==> src/rtl/mult_pkg.sv <==
// Shared types and defaults for the multiplier operand issue stage.
package mult_pkg;

    localparam int N_DEF   = 4;
    localparam int M_DEF   = 4;
    localparam int ENTRY_W = N_DEF + M_DEF;

    typedef enum logic {
        IDLE = 1'b0,
        BUSY = 1'b1
    } state_e;

endpackage

==> src/rtl/mult_issue_fifo.sv <==
// Synchronous DEPTH x W operand FIFO.
// Pointers carry a wrap bit so that full and empty can be told apart.
module mult_issue_fifo
    import mult_pkg::*;
#(
    parameter int W     = ENTRY_W,
    parameter int DEPTH = 4
) (
    input  logic         clk,
    input  logic         rst,
    input  logic         push,
    input  logic [W-1:0] wdata,
    input  logic         pop,
    output logic [W-1:0] rdata,
    output logic         full,
    output logic         empty
);

    localparam int AW = $clog2(DEPTH);

    logic [W-1:0] mem_q [DEPTH];
    logic [AW:0]  wptr_q, wptr_d;
    logic [AW:0]  rptr_q, rptr_d;
    logic         do_push, do_pop;

    assign full  = (wptr_q[AW-1:0] == rptr_q[AW-1:0]) &&
                   (wptr_q[AW] != rptr_q[AW]);
    assign empty = (wptr_q == rptr_q);

    assign do_push = push && !full;
    assign do_pop  = pop && !empty;

    always_comb begin
        wptr_d = wptr_q;
        rptr_d = rptr_q;
        if (do_push) wptr_d = wptr_q + 1'b1;
        if (do_pop)  rptr_d = rptr_q + 1'b1;
    end

    always_ff @(posedge clk) begin
        if (rst) begin
            wptr_q <= '0;
            rptr_q <= '0;
        end else begin
            wptr_q <= wptr_d;
            rptr_q <= rptr_d;
        end
    end

    always_ff @(posedge clk) begin
        if (do_push) mem_q[wptr_q[AW-1:0]] <= wdata;
    end

    assign rdata = mem_q[rptr_q[AW-1:0]];

endmodule

==> src/rtl/mult_issue.sv <==
// Operand issue stage feeding the shift-add multiplier.
// Optional launch counter port issue_cnt when MULT_ISSUE_STATS_EN is defined.
module mult_issue
    import mult_pkg::*;
#(
    parameter int N     = N_DEF,
    parameter int M     = M_DEF,
    parameter int DEPTH = 4
) (
    input  logic         clk,
    input  logic         rst,
    input  logic         in_valid,
    output logic         in_ready,
    input  logic [N-1:0] in_a,
    input  logic [M-1:0] in_b,
    output logic         data_rdy,
    output logic [N-1:0] mult1,
    output logic [M-1:0] mult2,
    input  logic         result_rdy,
    output logic         busy,
    output logic         err
`ifdef MULT_ISSUE_STATS_EN
    ,
    output logic [15:0]  issue_cnt
`endif
);

    localparam int W = N + M;

    logic         full, empty;
    logic         push, pop;
    logic [W-1:0] head;

    state_e       state_q;
    logic         data_rdy_q;
    logic [N-1:0] mult1_q;
    logic [M-1:0] mult2_q;
    logic         err_q;

    assign in_ready = !full;
    assign push     = in_valid && !full;
    // In BUSY a pop is only allowed on the completion of the op in flight.
    assign pop      = !empty && ((state_q == IDLE) || result_rdy);

    mult_issue_fifo #(
        .W     (W),
        .DEPTH (DEPTH)
    ) u_fifo (
        .clk   (clk),
        .rst   (rst),
        .push  (push),
        .wdata ({in_a, in_b}),
        .pop   (pop),
        .rdata (head),
        .full  (full),
        .empty (empty)
    );

    always_ff @(posedge clk) begin
        if (rst) begin
            state_q    <= IDLE;
            data_rdy_q <= 1'b0;
            mult1_q    <= '0;
            mult2_q    <= '0;
            err_q      <= 1'b0;
        end else begin
            data_rdy_q <= pop;
            if (pop) begin
                mult1_q <= head[W-1:M];
                mult2_q <= head[M-1:0];
            end
            unique case (state_q)
                IDLE: begin
                    if (result_rdy) err_q   <= 1'b1;
                    if (!empty)     state_q <= BUSY;
                end
                BUSY: begin
                    if (result_rdy && empty) state_q <= IDLE;
                end
            endcase
        end
    end

    assign data_rdy = data_rdy_q;
    assign mult1    = mult1_q;
    assign mult2    = mult2_q;
    assign busy     = (state_q == BUSY);
    assign err      = err_q;

`ifdef MULT_ISSUE_STATS_EN
    logic [15:0] cnt_q;

    always_ff @(posedge clk) begin
        if (rst)      cnt_q <= '0;
        else if (pop) cnt_q <= cnt_q + 16'd1;
    end

    assign issue_cnt = cnt_q;
`endif

endmodule

==> config.mk <==
export PLATFORM = sky130hd
export DESIGN_NAME = mult_issue
export DESIGN_NICKNAME = d
export VERILOG_FILES = /design/src/rtl/mult_pkg.sv /design/src/rtl/mult_issue_fifo.sv /design/src/rtl/mult_issue.sv
export SDC_FILE = /design/constraint.sdc
export NUM_CORES = 1
export LEC_CHECK = 0
export CAP_MARGIN = 20
export CORE_UTILIZATION = 30
export DETAILED_ROUTE_END_ITERATION = 16
export SYNTH_ARGS = -nofsm -noshare
export SYNTH_HDL_FRONTEND = slang
export SYNTH_SLANG_ARGS = --single-unit
==> constraint.sdc <==
create_clock -name clk -period 3.2 [get_ports clk]
set_input_delay 0.64 -clock clk [delete_from_list [all_inputs] [get_ports clk]]
set_output_delay 0.64 -clock clk [all_outputs]
set_load 0.02 [all_outputs]
==> flow_metrics.env <==
export IMPL_syn_nets=155
export IMPL_status="finished, violations left"
export IMPL_finalHoldViolCount=0
export IMPL_yosysSeqAreaShare_pct=63.7
export IMPL_synth_cell_types=28
export IMPL_fin_total_pwr_uw=1850
export IMPL_fin_util_pct=37.9
export IMPL_synth_fa_ha_area_share_pct=3.06
export IMPL_rows=29
export IMPL_fin_crit_sh_pct=80.1
export IMPL_cts_sinks=49
export IMPL_max_freq_ghz=0.390
export IMPL_cp_slowest_cell="dfxtp_1"
export IMPL_core_area_um2=6460
export IMPL_routed_top_layer="met4"
export IMPL_ys_ff_latch=49
export IMPL_dieWidth_um=84.5
export IMPL_dp_hpwl_um=2430
export IMPL_layout_drive_gt1_share_pct=16.4
export IMPL_finalSetupViolations=0
export IMPL_dr_wl_met2_um=1810
export IMPL_path_buf_inv=1
export IMPL_synth_simple_area_share_pct=8.70
export IMPL_htreeDepth=2
export IMPL_cp_arrival_ns=1.92
export IMPL_synth_area_leader_cell="edfxtp_1"
export IMPL_avgSynthCellArea_um2=14.8
export IMPL_diodes=0
export IMPL_start_util_pct=31.6
export IMPL_synth_top_family_by_area="multiplexers"
export IMPL_antenna_found_initial=0
export IMPL_insertion_delay_ns=0.30
export IMPL_synth_xor_area_share_pct=2.57
export IMPL_grt_max_degree=22
export IMPL_dieArea_um2=7140
export IMPL_clk_pin_slew_ns=0.10
export IMPL_leakagePower_uw=0.000866
export IMPL_grt_pass1_vias=1176
export IMPL_hold_class="reg -> reg"
export IMPL_gp_congestion=0.752
export IMPL_grtUsageTotal_pct=10.8
export IMPL_die_h_um=84.5
export IMPL_report_final_slew_viol_count=0
export IMPL_cp_end_kind="output pin"
export IMPL_io_buffer_count=23
export IMPL_fin_nets=181
export IMPL_synth_area_leaders="edfxtp_1 (47%), dfxtp_1 (17%), mux4_2 (8.8%), mux2i_1 (4.9%), nand2_1 (3.7%)"
export IMPL_drc=4
export IMPL_hold_buffers=0
export IMPL_ios=24
export IMPL_vias=1143
export IMPL_met3WireLength_um=208
export IMPL_drtIter0Drc=67
export IMPL_syn_to_final_growth_pct=19.7
export IMPL_final_common_cell="edfxtp_1"
export IMPL_maxCapViolCount=0
export IMPL_design_area_um2=2440
export IMPL_synth_edff_count=32
export IMPL_rsz0062_at_grt="false"
export IMPL_yosys_warnings=0
export IMPL_rrSetupSlack_ns=1.08
export IMPL_critical_path_max_stage_delay_ns=0.69
export IMPL_start_kind="flop"
export IMPL_cts_buffers=5
export IMPL_cts_tree="yes"
export IMPL_final_cell_mix="edfxtp_1 (32), clkdlybuf4s50_1 (23), nand2_1 (20)"
export IMPL_ant_nets=0
export IMPL_grt_overflow_total=0
export IMPL_cts_max_path_buffers=2
export IMPL_post_cts_buffers=0
export IMPL_crit_fanout=12
export IMPL_wl_met1_um=1510
export IMPL_syn_inst=138
export IMPL_cts_root_buf="clkbuf_8"
export IMPL_cts_resized=0
export IMPL_fin_crit_ns=2.56
export IMPL_placed_cell_area_um2=2350
export IMPL_critical_path_class="reg -> out"
export IMPL_synth_mux_area_share_pct=15.2
export IMPL_grt_pass1_wl_um=5800
export IMPL_tightest_slew_ns=0.599
export IMPL_violations="DRC"
export IMPL_synth_top_area_share_pct=47.0
export IMPL_required_ns=2.56
export IMPL_relSlewSlack_pct=60.1
export IMPL_routed_via_density=4.72
export IMPL_ys_flop_type="edfxtp_1"
export IMPL_worstPathCellList="xnor2_1 -> nand3_1 -> clkdlybuf4s50_1"
export IMPL_wl_per_cell_um=14.6
export IMPL_power_density_nw_per_um2=758
export IMPL_netlist_area_um2=2040
export IMPL_drt_total_wl_um=3540
export IMPL_setup_tns_final_ns=0
export IMPL_dr_pass1_iters=10
export IMPL_synth_compound_area_share_pct=4.53
export IMPL_ys_async_sr_fraction_pct=0
export IMPL_skew_ns=0.00818
export IMPL_critPathTopFamily="flip-flops"
export IMPL_peakVddDrop_mv=0.307
[area by class of cell]
type	instances	area [µm²]
clock buffer	5	68.8
clock inverter	3	22.5
fill	617	4010
inverter	6	22.5
multi-input combinational	78	696
sequential	49	1300
tap	77	96.3
timing repair buffer	24	238
[stage by stage]
step / instances / hold WS, ns / setup slack [ns]
floorplan: 138 / 0.514 / 1.58
global placement: 234 / 0.451 / 0.970
detailed placement: 234 / 0.458 / 0.906
CTS: 242 / 0.478 / 0.601
global route: 242 / 0.498 / 0.447
finish: 242 / 0.470 / 0.636
[synthesized netlist by cell type (all sizes together), types with 3 or more instances]
cell type / instances
ha: 5
clkbuf: 3
and2: 4
mux2i: 10
xnor2: 3
inv: 6
xor2: 3
edfxtp: 32
nor2: 5
nand2: 20
dfxtp: 17
mux4: 8
[flip-flops by register name (all words and copies together), names as in the netlist]
name / flops
mult1: 4
busy: 1
data_rdy: 1
mult2: 4
u_fifo.mem_q: 32
u_fifo.rptr_q: 3
err: 1
u_fifo.wptr_q: 3
[tightest hold or removal path, delay by kind of cell, from the launching register on]
family / cells / cell delay [ns]
compound gates: 1 / 0.04
flops: 1 / 0.34
simple gates: 1 / 0.06
[logic make-up after synthesis]
logic type,Yosys count
buffers and inverters,11
adders and majority gates,5
AOI/OAI and AO/OA,10
DFF,49
and+or+nand+nor,37
muxes,20
xor gates and xnor gates,6
[worst paths after layout]
check | startpoint | end | depth (start not counted)
worst max-delay path | u_fifo.rptr_q[1] | in_ready | 3
worst min-delay path | err | err | 2
worst max register to register | u_fifo.rptr_q[1] | u_fifo.mem_q[3][6] | 3
worst min register to register | err | err | 2
[layer usage]
metal,track usage (%),up-vias
met5,0,-
met2,18.2,35
met4,3.24,0
li1,-,557
met1,13.2,549
met3,3.44,2
[power by group]
group	switching (µW)	leakage (µW)	total [µW]	internal (µW)
combinational	321	0.000384	645	324
sequential	68.8	0.000434	840	771
clock	212	0.0000481	367	155
Note: power is estimated with default switching activity, not from simulation.
